<file path="config.mk">
export PLATFORM = sky130hd
export DESIGN_NAME = ula_seq
export DESIGN_NICKNAME = d
export VERILOG_FILES = /design/src/rtl/ula_pkg.sv /design/src/rtl/ula_regfile.sv /design/src/rtl/ula_seq.sv
export SDC_FILE = /design/constraint.sdc
export NUM_CORES = 1
export LEC_CHECK = 0
export ABC_AREA = 1
export BUFFER_PORTS_ARGS = -buffer_cell sky130_fd_sc_hd__buf_2
export CORE_ASPECT_RATIO = 1.2
export CORE_MARGIN = 1
export CORE_UTILIZATION = 55
export CTS_CLUSTER_SIZE = 25
export DETAILED_ROUTE_END_ITERATION = 6
export PLACE_DENSITY = 0.93
export SETUP_SLACK_MARGIN = 0.02
export SYNTH_ARGS = -nofsm -noshare
export SYNTH_HDL_FRONTEND = slang
export SYNTH_SLANG_ARGS = --single-unit
export TNS_END_PERCENT = 5
</file>
<file path="constraint.sdc">
create_clock -name clk -period 1.91 [get_ports clk]
set_input_delay 0.0955 -clock clk [delete_from_list [all_inputs] [get_ports clk]]
set_output_delay 0.0955 -clock clk [all_outputs]
set_load 0.01 [all_outputs]
</file>
<file path="src/rtl/ula_pkg.sv">
// Shared widths, op encoding and FSM states for the ula_seq sequencer.
package ula_pkg;
  localparam int DW   = 4;  // data width
  localparam int NREG = 4;  // register file entries
  localparam int AW   = 2;  // register index width

  typedef enum logic [1:0] {
    OP_ADD = 2'b00,
    OP_SUB = 2'b01,
    OP_SHR = 2'b10,
    OP_SHL = 2'b11
  } op_e;

  typedef enum logic [1:0] {
    ST_IDLE = 2'b00,
    ST_EXEC = 2'b01,
    ST_WB   = 2'b10
  } state_e;
endpackage

</file>
<file path="src/rtl/ula_regfile.sv">
// 4x4 register file: one synchronous write port, three combinational reads.
module ula_regfile
  import ula_pkg::*;
(
  input  logic          clk,
  input  logic          rst,
  input  logic          i_we,
  input  logic [AW-1:0] i_waddr,
  input  logic [DW-1:0] i_wdata,
  input  logic [AW-1:0] i_ra_addr,
  input  logic [AW-1:0] i_rb_addr,
  input  logic [AW-1:0] i_dbg_addr,
  output logic [DW-1:0] o_ra_data,
  output logic [DW-1:0] o_rb_data,
  output logic [DW-1:0] o_dbg_data
);
  logic [NREG-1:0][DW-1:0] r_mem;

  // Write port; reset clears every entry.
  always_ff @(posedge clk) begin
    if (rst) r_mem <= '0;
    else if (i_we) r_mem[i_waddr] <= i_wdata;
  end

  assign o_ra_data  = r_mem[i_ra_addr];
  assign o_rb_data  = r_mem[i_rb_addr];
  assign o_dbg_data = r_mem[i_dbg_addr];
endmodule

</file>
<file path="src/rtl/ula_seq.sv">
// Sequencer: loads registers, issues one command to an external ALU,
// writes the result back. IDLE -> EXEC -> WB per command.
module ula_seq
  import ula_pkg::*;
(
  input  logic          clk,
  input  logic          rst,
  input  logic          ld_valid,
  output logic          ld_ready,
  input  logic [AW-1:0] ld_addr,
  input  logic [DW-1:0] ld_data,
  input  logic          cmd_valid,
  output logic          cmd_ready,
  input  logic [1:0]    cmd_op,
  input  logic [AW-1:0] cmd_rd,
  input  logic [AW-1:0] cmd_ra,
  input  logic [AW-1:0] cmd_rb,
  input  logic          cmd_imm_en,
  input  logic [DW-1:0] cmd_imm,
  output logic [DW-1:0] alu_a,
  output logic [DW-1:0] alu_b,
  output logic [1:0]    alu_sel,
  input  logic [DW-1:0] alu_resul,
  input  logic          alu_flag,
  output logic          done,
  output logic [DW-1:0] result,
  output logic          flag,
  input  logic [AW-1:0] rd_addr,
  output logic [DW-1:0] rd_data
);
  state_e        r_state;
  logic [DW-1:0] r_a, r_b, r_res;
  op_e           r_sel;
  logic [AW-1:0] r_rd;
  logic          r_flag, r_done;

  logic          w_idle, w_ld_acc, w_cmd_acc, w_we;
  logic [AW-1:0] w_waddr;
  logic [DW-1:0] w_wdata, w_ra_data, w_rb_data;

  // Loads take priority over commands; nothing is accepted during reset.
  assign w_idle    = (r_state == ST_IDLE) && !rst;
  assign ld_ready  = w_idle;
  assign cmd_ready = w_idle && !ld_valid;
  assign w_ld_acc  = ld_valid && ld_ready;
  assign w_cmd_acc = cmd_valid && cmd_ready;

  // Single write port shared by loads (IDLE) and write-back (EXEC).
  assign w_we    = w_ld_acc || (r_state == ST_EXEC);
  assign w_waddr = (r_state == ST_EXEC) ? r_rd : ld_addr;
  assign w_wdata = (r_state == ST_EXEC) ? alu_resul : ld_data;

  ula_regfile u_rf (
    .clk        (clk),
    .rst        (rst),
    .i_we       (w_we),
    .i_waddr    (w_waddr),
    .i_wdata    (w_wdata),
    .i_ra_addr  (cmd_ra),
    .i_rb_addr  (cmd_rb),
    .i_dbg_addr (rd_addr),
    .o_ra_data  (w_ra_data),
    .o_rb_data  (w_rb_data),
    .o_dbg_data (rd_data)
  );

  // FSM plus operand/result registers; operands are captured at accept so a
  // destination that aliases a source still sees the pre-write value.
  always_ff @(posedge clk) begin
    if (rst) begin
      r_state <= ST_IDLE;
      r_a     <= '0;
      r_b     <= '0;
      r_sel   <= OP_ADD;
      r_rd    <= '0;
      r_res   <= '0;
      r_flag  <= 1'b0;
      r_done  <= 1'b0;
    end else begin
      r_done <= 1'b0;
      case (r_state)
        ST_IDLE: if (w_cmd_acc) begin
          r_a     <= w_ra_data;
          r_b     <= cmd_imm_en ? cmd_imm : w_rb_data;
          r_sel   <= op_e'(cmd_op);
          r_rd    <= cmd_rd;
          r_state <= ST_EXEC;
        end
        ST_EXEC: begin
          r_res   <= alu_resul;
          r_flag  <= alu_flag;
          r_done  <= 1'b1;
          r_state <= ST_WB;
        end
        default: r_state <= ST_IDLE;
      endcase
    end
  end

  assign alu_a   = r_a;
  assign alu_b   = r_b;
  assign alu_sel = r_sel;
  assign done    = r_done;
  assign result  = r_res;
  assign flag    = r_flag;
endmodule
</file>
== Word-level counts from Yosys, hierarchy flattened ==
Index checks and enable logic that the tools add are counted.

* Output and inout bits: 22
* Bits of input ports: 30
* Register bits: 36

* Multiplexer cells: 15
* Equality and inequality tests: 2
* Magnitude comparators: 5
* Reductions and logical operators: 10

{| class="wikitable"
|+ Operators by type and width
! kind !! number
|-
| 4-bit binary-select mux with 2-bit select || 3
|-
| 4-bit 2-to-1 mux || 6
|-
| 16-bit bitwise mux || 1
|-
| 2-bit by 3-bit less-than comparator with 1-bit output (second input constant) || 4
|-
| 4-bit demux with 2-bit select || 1
|-
| 1-bit logical AND || 5
|-
| 2-bit 2-to-1 mux || 2
|-
| 2-bit case mux with 2 select lines || 1
|-
| 2-bit by 1-bit equality test with 1-bit output (second input constant) || 1
|-
| 2-bit by 1-bit greater-or-equal comparator with 1-bit output (second input constant) || 1
|-
| 1-bit logical NOT || 2
|-
| 2-bit logical NOT || 1
|-
| 2-bit != test (second input constant) || 1
|-
| 2-bit AND reduction || 1
|-
| 1-bit logical OR || 1
|-
| 1-bit 2-to-1 mux || 1
|}

== Longest topological paths before layout ==
* Depth in word-level cells: 7
* Mapped depth: 9
* Depth with buffers taken out: 8

== Hierarchy ==
A second synthesis with hierarchy kept.

* Cells, all modules: 311
* Area total of the unflattened synthesis: 1969.4 µm²

{| class="wikitable"
|+ Modules (own cells, without submodules)
! module !! area an instance (µm²) !! instances !! cells each !! seq. area each (µm²)
|-
| ula_regfile || 1069.8 || 1 || 174 || 320.3
|-
| ula_seq || 899.6 || 1 || 137 || 400.4
|}

== Least setup slack after synthesis ==
OpenSTA, ideal clock, no wires.

* Path type: register -> register
* From: register r_state[0]
* To: register r_a[1] (netlist: alu_a[1])
* Path slack: 0.684 ns
* Period minus slack after synthesis: 1.226 ns
* Cell stages (with the launch flop): 8
* Arrival time: 1.110 ns
* Data required time: 1.794 ns
* Path through: dfxtp_1 -> nor2_2 -> nand2_2 -> nor2_4 -> nand2_4 -> buf_12 -> nor2_1 -> nor2_1

* Cells in the longest elaborated chain, start to end: 5

{| class="wikitable"
|+ RTL lines
! element !! RTL line !! RTL
|-
| from (decl) || ula_seq.sv:31 || <nowiki>state_e r_state;</nowiki>
|-
| from (signal assigned) || ula_seq.sv:71 || <nowiki>r_state <= ST_IDLE;</nowiki>
|-
| from (signal assigned) || ula_seq.sv:87 || <nowiki>r_state <= ST_EXEC;</nowiki>
|-
| from (signal assigned) || ula_seq.sv:93 || <nowiki>r_state <= ST_WB;</nowiki>
|-
| 2-bit logical NOT || ula_seq.sv:42 || <nowiki>assign w_idle = (r_state == ST_IDLE) && !rst;</nowiki>
|-
| 1-bit logical AND || ula_seq.sv:42 ||
|-
| 1-bit logical AND || ula_seq.sv:44 || <nowiki>assign cmd_ready = w_idle && !ld_valid;</nowiki>
|-
| net cmd_ready || ula_seq.sv:13 || <nowiki>output logic cmd_ready,</nowiki>
|-
| 1-bit logical AND || ula_seq.sv:46 || <nowiki>assign w_cmd_acc = cmd_valid && cmd_ready;</nowiki>
|-
| 2-bit AND reduction (no source line) || - ||
|-
| to (signal assigned) || ula_seq.sv:83 || <nowiki>r_a <= w_ra_data;</nowiki>
|-
| to (decl) || ula_seq.sv:32 || <nowiki>logic [DW-1:0] r_a, r_b, r_res;</nowiki>
|}

The timed path passes the listed nets, and every way through them passes these cells.
A chain may end at the register's enable or synchronous reset.

== Final worst setup path ==
* From: register r_state[0]
* To: register u_rf.r_mem[10] (netlist name)

* Cells in the longest elaborated chain, start to end: 7
* Elaborated cells on any way between the ends: 13

{| class="wikitable"
|+ RTL lines
! element !! RTL line !! RTL
|-
| 2-bit by 1-bit equality test with 1-bit output || ula_seq.sv:49, ula_seq.sv:50, ula_seq.sv:51 ||
|-
| 2-bit 2-to-1 mux || ula_seq.sv:50 || <nowiki>assign w_waddr = (r_state == ST_EXEC) ? r_rd : ld_addr;</nowiki>
|-
| 2-bit by 3-bit less-than comparator with 1-bit output (implied by the code) or 2-bit by 1-bit greater-or-equal comparator with 1-bit output (tied branches) || ula_regfile.sv:22 || <nowiki>else if (i_we) r_mem[i_waddr] <= i_wdata;</nowiki>
|-
| 1-bit logical AND (implied by the code) || ula_regfile.sv:22 ||
|-
| 4-bit 2-to-1 mux (implied by the code) || ula_regfile.sv:22 ||
|-
| 4-bit demux with 2-bit select || - ||
|-
| 16-bit bitwise mux || ula_regfile.sv:22 ||
|-
| to (signal, indexed assignment) || ula_regfile.sv:22 ||
|-
| to (decl) || ula_regfile.sv:17 || <nowiki>logic [NREG-1:0][DW-1:0] r_mem;</nowiki>
|}

Several ways; a longest one is shown, not always the timed one.

==> run_results.csv <==
group,metric,value,unit
status,outcome,"finished with violations",
status,violations,"design-rule violations",
clock_tree,ctsResizeCount,0,
cells_and_area,drive_above_1_share,23.8,%
flow_run,drv_cap,0,
cells_and_area,stdcell_count,411,
synthesis,synth_top_area_cell,"dfxtp_1",
global_route,grt_pass1_wl,8.38,mm
drt,num_vias,2143,
timing,slew_viol_final,0,
worst_hold_path,worst_hold_path_type,"input port to flip-flop",
synthesis,yosysWarnings,0,
timing,fmax,613,MHz
cells_and_area,fin_nets,404,
timing,setup_tns,0,ns
cells_and_area,n_antenna_cell,0,
synthesis,syn-num-nets,355,
synthesis,synth-seq-cells,36,
setup_path,setup.worst_path.start_class,"flip-flop",
die,die-area,3980,sq um
synthesis,yosysSeqAreaShare,35.1,%
setup_path,cpMostUsedCell,"nand2_1",
die,rows,23,
drt,via_per_inst,5.21,
pwr,leakage,0.00126,uW
timing,hold_viol,0,
cells_and_area,final_area,2390,sq um
timing,rsz0062_at_grt,"false",
synthesis,synth_flop_cell,"dfxtp_1",
clock_tree,root_buffer,"clkbuf_8",
timing,min_period,1.63,ns
setup_path,crit_fanout,16,
clock_tree,clkTransAtPathRegs,0.07,ns
pwr,power.density,722,nW/um^2
synthesis,syn_area_per_cell,6.31,sq um
die,die_w,57.7,um
clock_tree,htreeDepth,2,
timing,post-route-period-util,85.4,%
die,io-pin-count,52,
synthesis,synth-edff-count,0,
clock_tree,cts_buffers,5,
setup_path,slowest_delay,0.50,ns
place,hpwl,3.73,mm
setup_path,crit_arrival,1.82,ns
timing,fin_ws,0.280,ns
setup_path,cp_slowest_cell,"dfxtp_1",
cells_and_area,regArea,721,sq um
clock_tree,cts_hold_buf,0,
drt,drt-total-wl,5.09,mm
setup_path,worstPathCellList,"nand2_4, nand2_1, buf_4, nand3_1, nand2_1, nor2_1",
place,post-place-ws,0.340,ns
synthesis,syn_inst,325,
place,numPortBuffers,51,
place,gp_congestion,0.937,
timing,setup_violations,0,
timing,max-slew-margin-rel,55.1,%
synthesis,synth_area_leaders,"dfxtp_1 (35%), nand2_1 (14%), a21oi_1 (9.5%)",
clock_tree,clockBufferDepth,2,
synthesis,synth_top_area_share,35.1,%
drt,ant_nets,0,
global_route,track_usage,28.1,%
drt,first_iter_violations,114,
timing,fin_skew,0.00918,ns
place,dpl.cell_count,404,
cells_and_area,multi_input_area,1040,sq um
clock_tree,cts_sinks,36,
synthesis,synthTopCellsByCount,"nand2_1 (78), inv_1 (52), a21oi_1 (39)",
setup_path,cp-end-kind,"flip-flop",
cells_and_area,syn_to_final_growth,16.4,%
setup_path,critPathRequiredTime,2.10,ns
place,place_area,2290,sq um
clock_tree,post_cts_buffers,0,
pwr,irDropWorstVdd,0.534,mV
global_route,grt_overflow,0,
setup_path,cp.buffers_inverters,1,
synthesis,yosysMostFrequentCell,"nand2_1",
clock_tree,clk_latency,0.29,ns
die,core_area,3450,sq um
drt,first_pass_iters,6,
setup_path,worstSetupPathType,"flip-flop to flip-flop",
drt,drc,2,
die,initial_core_util,59.4,%
die,die_h,68.9,um
cells_and_area,n_fill_cell,284,
synthesis,async_flop_share,0,%
synthesis,synth_area,2050,sq um
global_route,grt_pass1_vias,1922,
setup_path,cp_top_family,"simple AND/OR/NAND/NOR gates",
clock_tree,cts_tree,"built",
timing,worstMarginPinSlew,0.672,ns
global_route,antenna_found_initial,0,
drt,wire_per_inst,12.4,um
synthesis,ys_types,22,
global_route,grt_max_degree,26,
timing,hold_ws,0.0489,ns
where the power goes:
| part | internal, uW | leakage [uW] | total (uW) | switching (uW) |
|---|---|---|---|---|
| Combinational | 115 | 0.000912 | 322 | 208 |
| Sequential | 785 | 0.000293 | 810 | 25.2 |
| Clock | 321 | 0.0000503 | 592 | 270 |
| Total | 1220 | 0.00126 | 1720 | 503 |
stage by stage:
step,power [uW],util [%]
final,1720,69.1
after floorplan,1040,-
after CTS,1720,69.1
after detailed placement,1140,66.3
after global routing,1800,69.1
after global placement,1130,66.3
logic make-up after synthesis:
| logic type | Yosys count | synth area share [%] |
|---|---|---|
| DFF | 36 | 35.1 |
| buffers and inverters | 68 | 14.1 |
| AOI/OAI and AO/OA | 65 | 16.0 |
| and+or+nand+nor | 156 | 34.7 |
sequential cells by signal, indices dropped and copies added (netlist names):
name / flops
flag: 1
result: 4
alu_b: 4
r_rd: 2
alu_a: 4
alu_sel: 2
u_rf.r_mem: 16
done: 1
r_state: 2
placed cells by master, fill, tap and decap left out:
master	count
inv_2	5
o21ai_1	1
a21oi_1	39
clkbuf_8	7
a21oi_2	1
o21ai_0	24
nand2_4	2
nand3b_1	1
nand2_1	78
buf_2	51
dfxtp_1	36
nor2_4	2
inv_4	1
buf_4	1
nand2_2	8
nor2_2	7
nand3_1	24
nand3_2	4
nor2_1	30
inv_1	52
worst reg2reg max path: stages, from the launching register on:
cell,delay [ns]
dfxtp_1,0.50
nand2_4,0.17
nand2_1,0.39
buf_4,0.24
nand3_1,0.10
nand2_1,0.07
nor2_1,0.05
final timing paths:
check        slack [ns]        from              to  depth (start not counted)
min                0.05   cmd_rd[1]         r_rd[1]                          3
max                0.28  r_state[0]  u_rf.r_mem[10]                          6
min reg2reg        0.47   result[2]       result[2]                          2
max reg2reg        0.28  r_state[0]  u_rf.r_mem[10]                          6
cell type report:
class / instances / share of cell area [%]
sequential: 36 / 30.2
tap: 37 / 1.94
multi-input combinational: 221 / 43.6
timing repair buffer: 52 / 11.0
inverter: 58 / 9.22
clock buffer: 7 / 4.04
routing by layer:
metal  global-route usage [%]  wire [um]  vias up
li1                         -          -     1103
met1                     34.8       2210      956
met2                     46.1       2500       77
met3                     6.53        290        7
met4                     14.3         82        0
met5                        0          0        -
No activity file was read; power rests on OpenSTA's default activity.
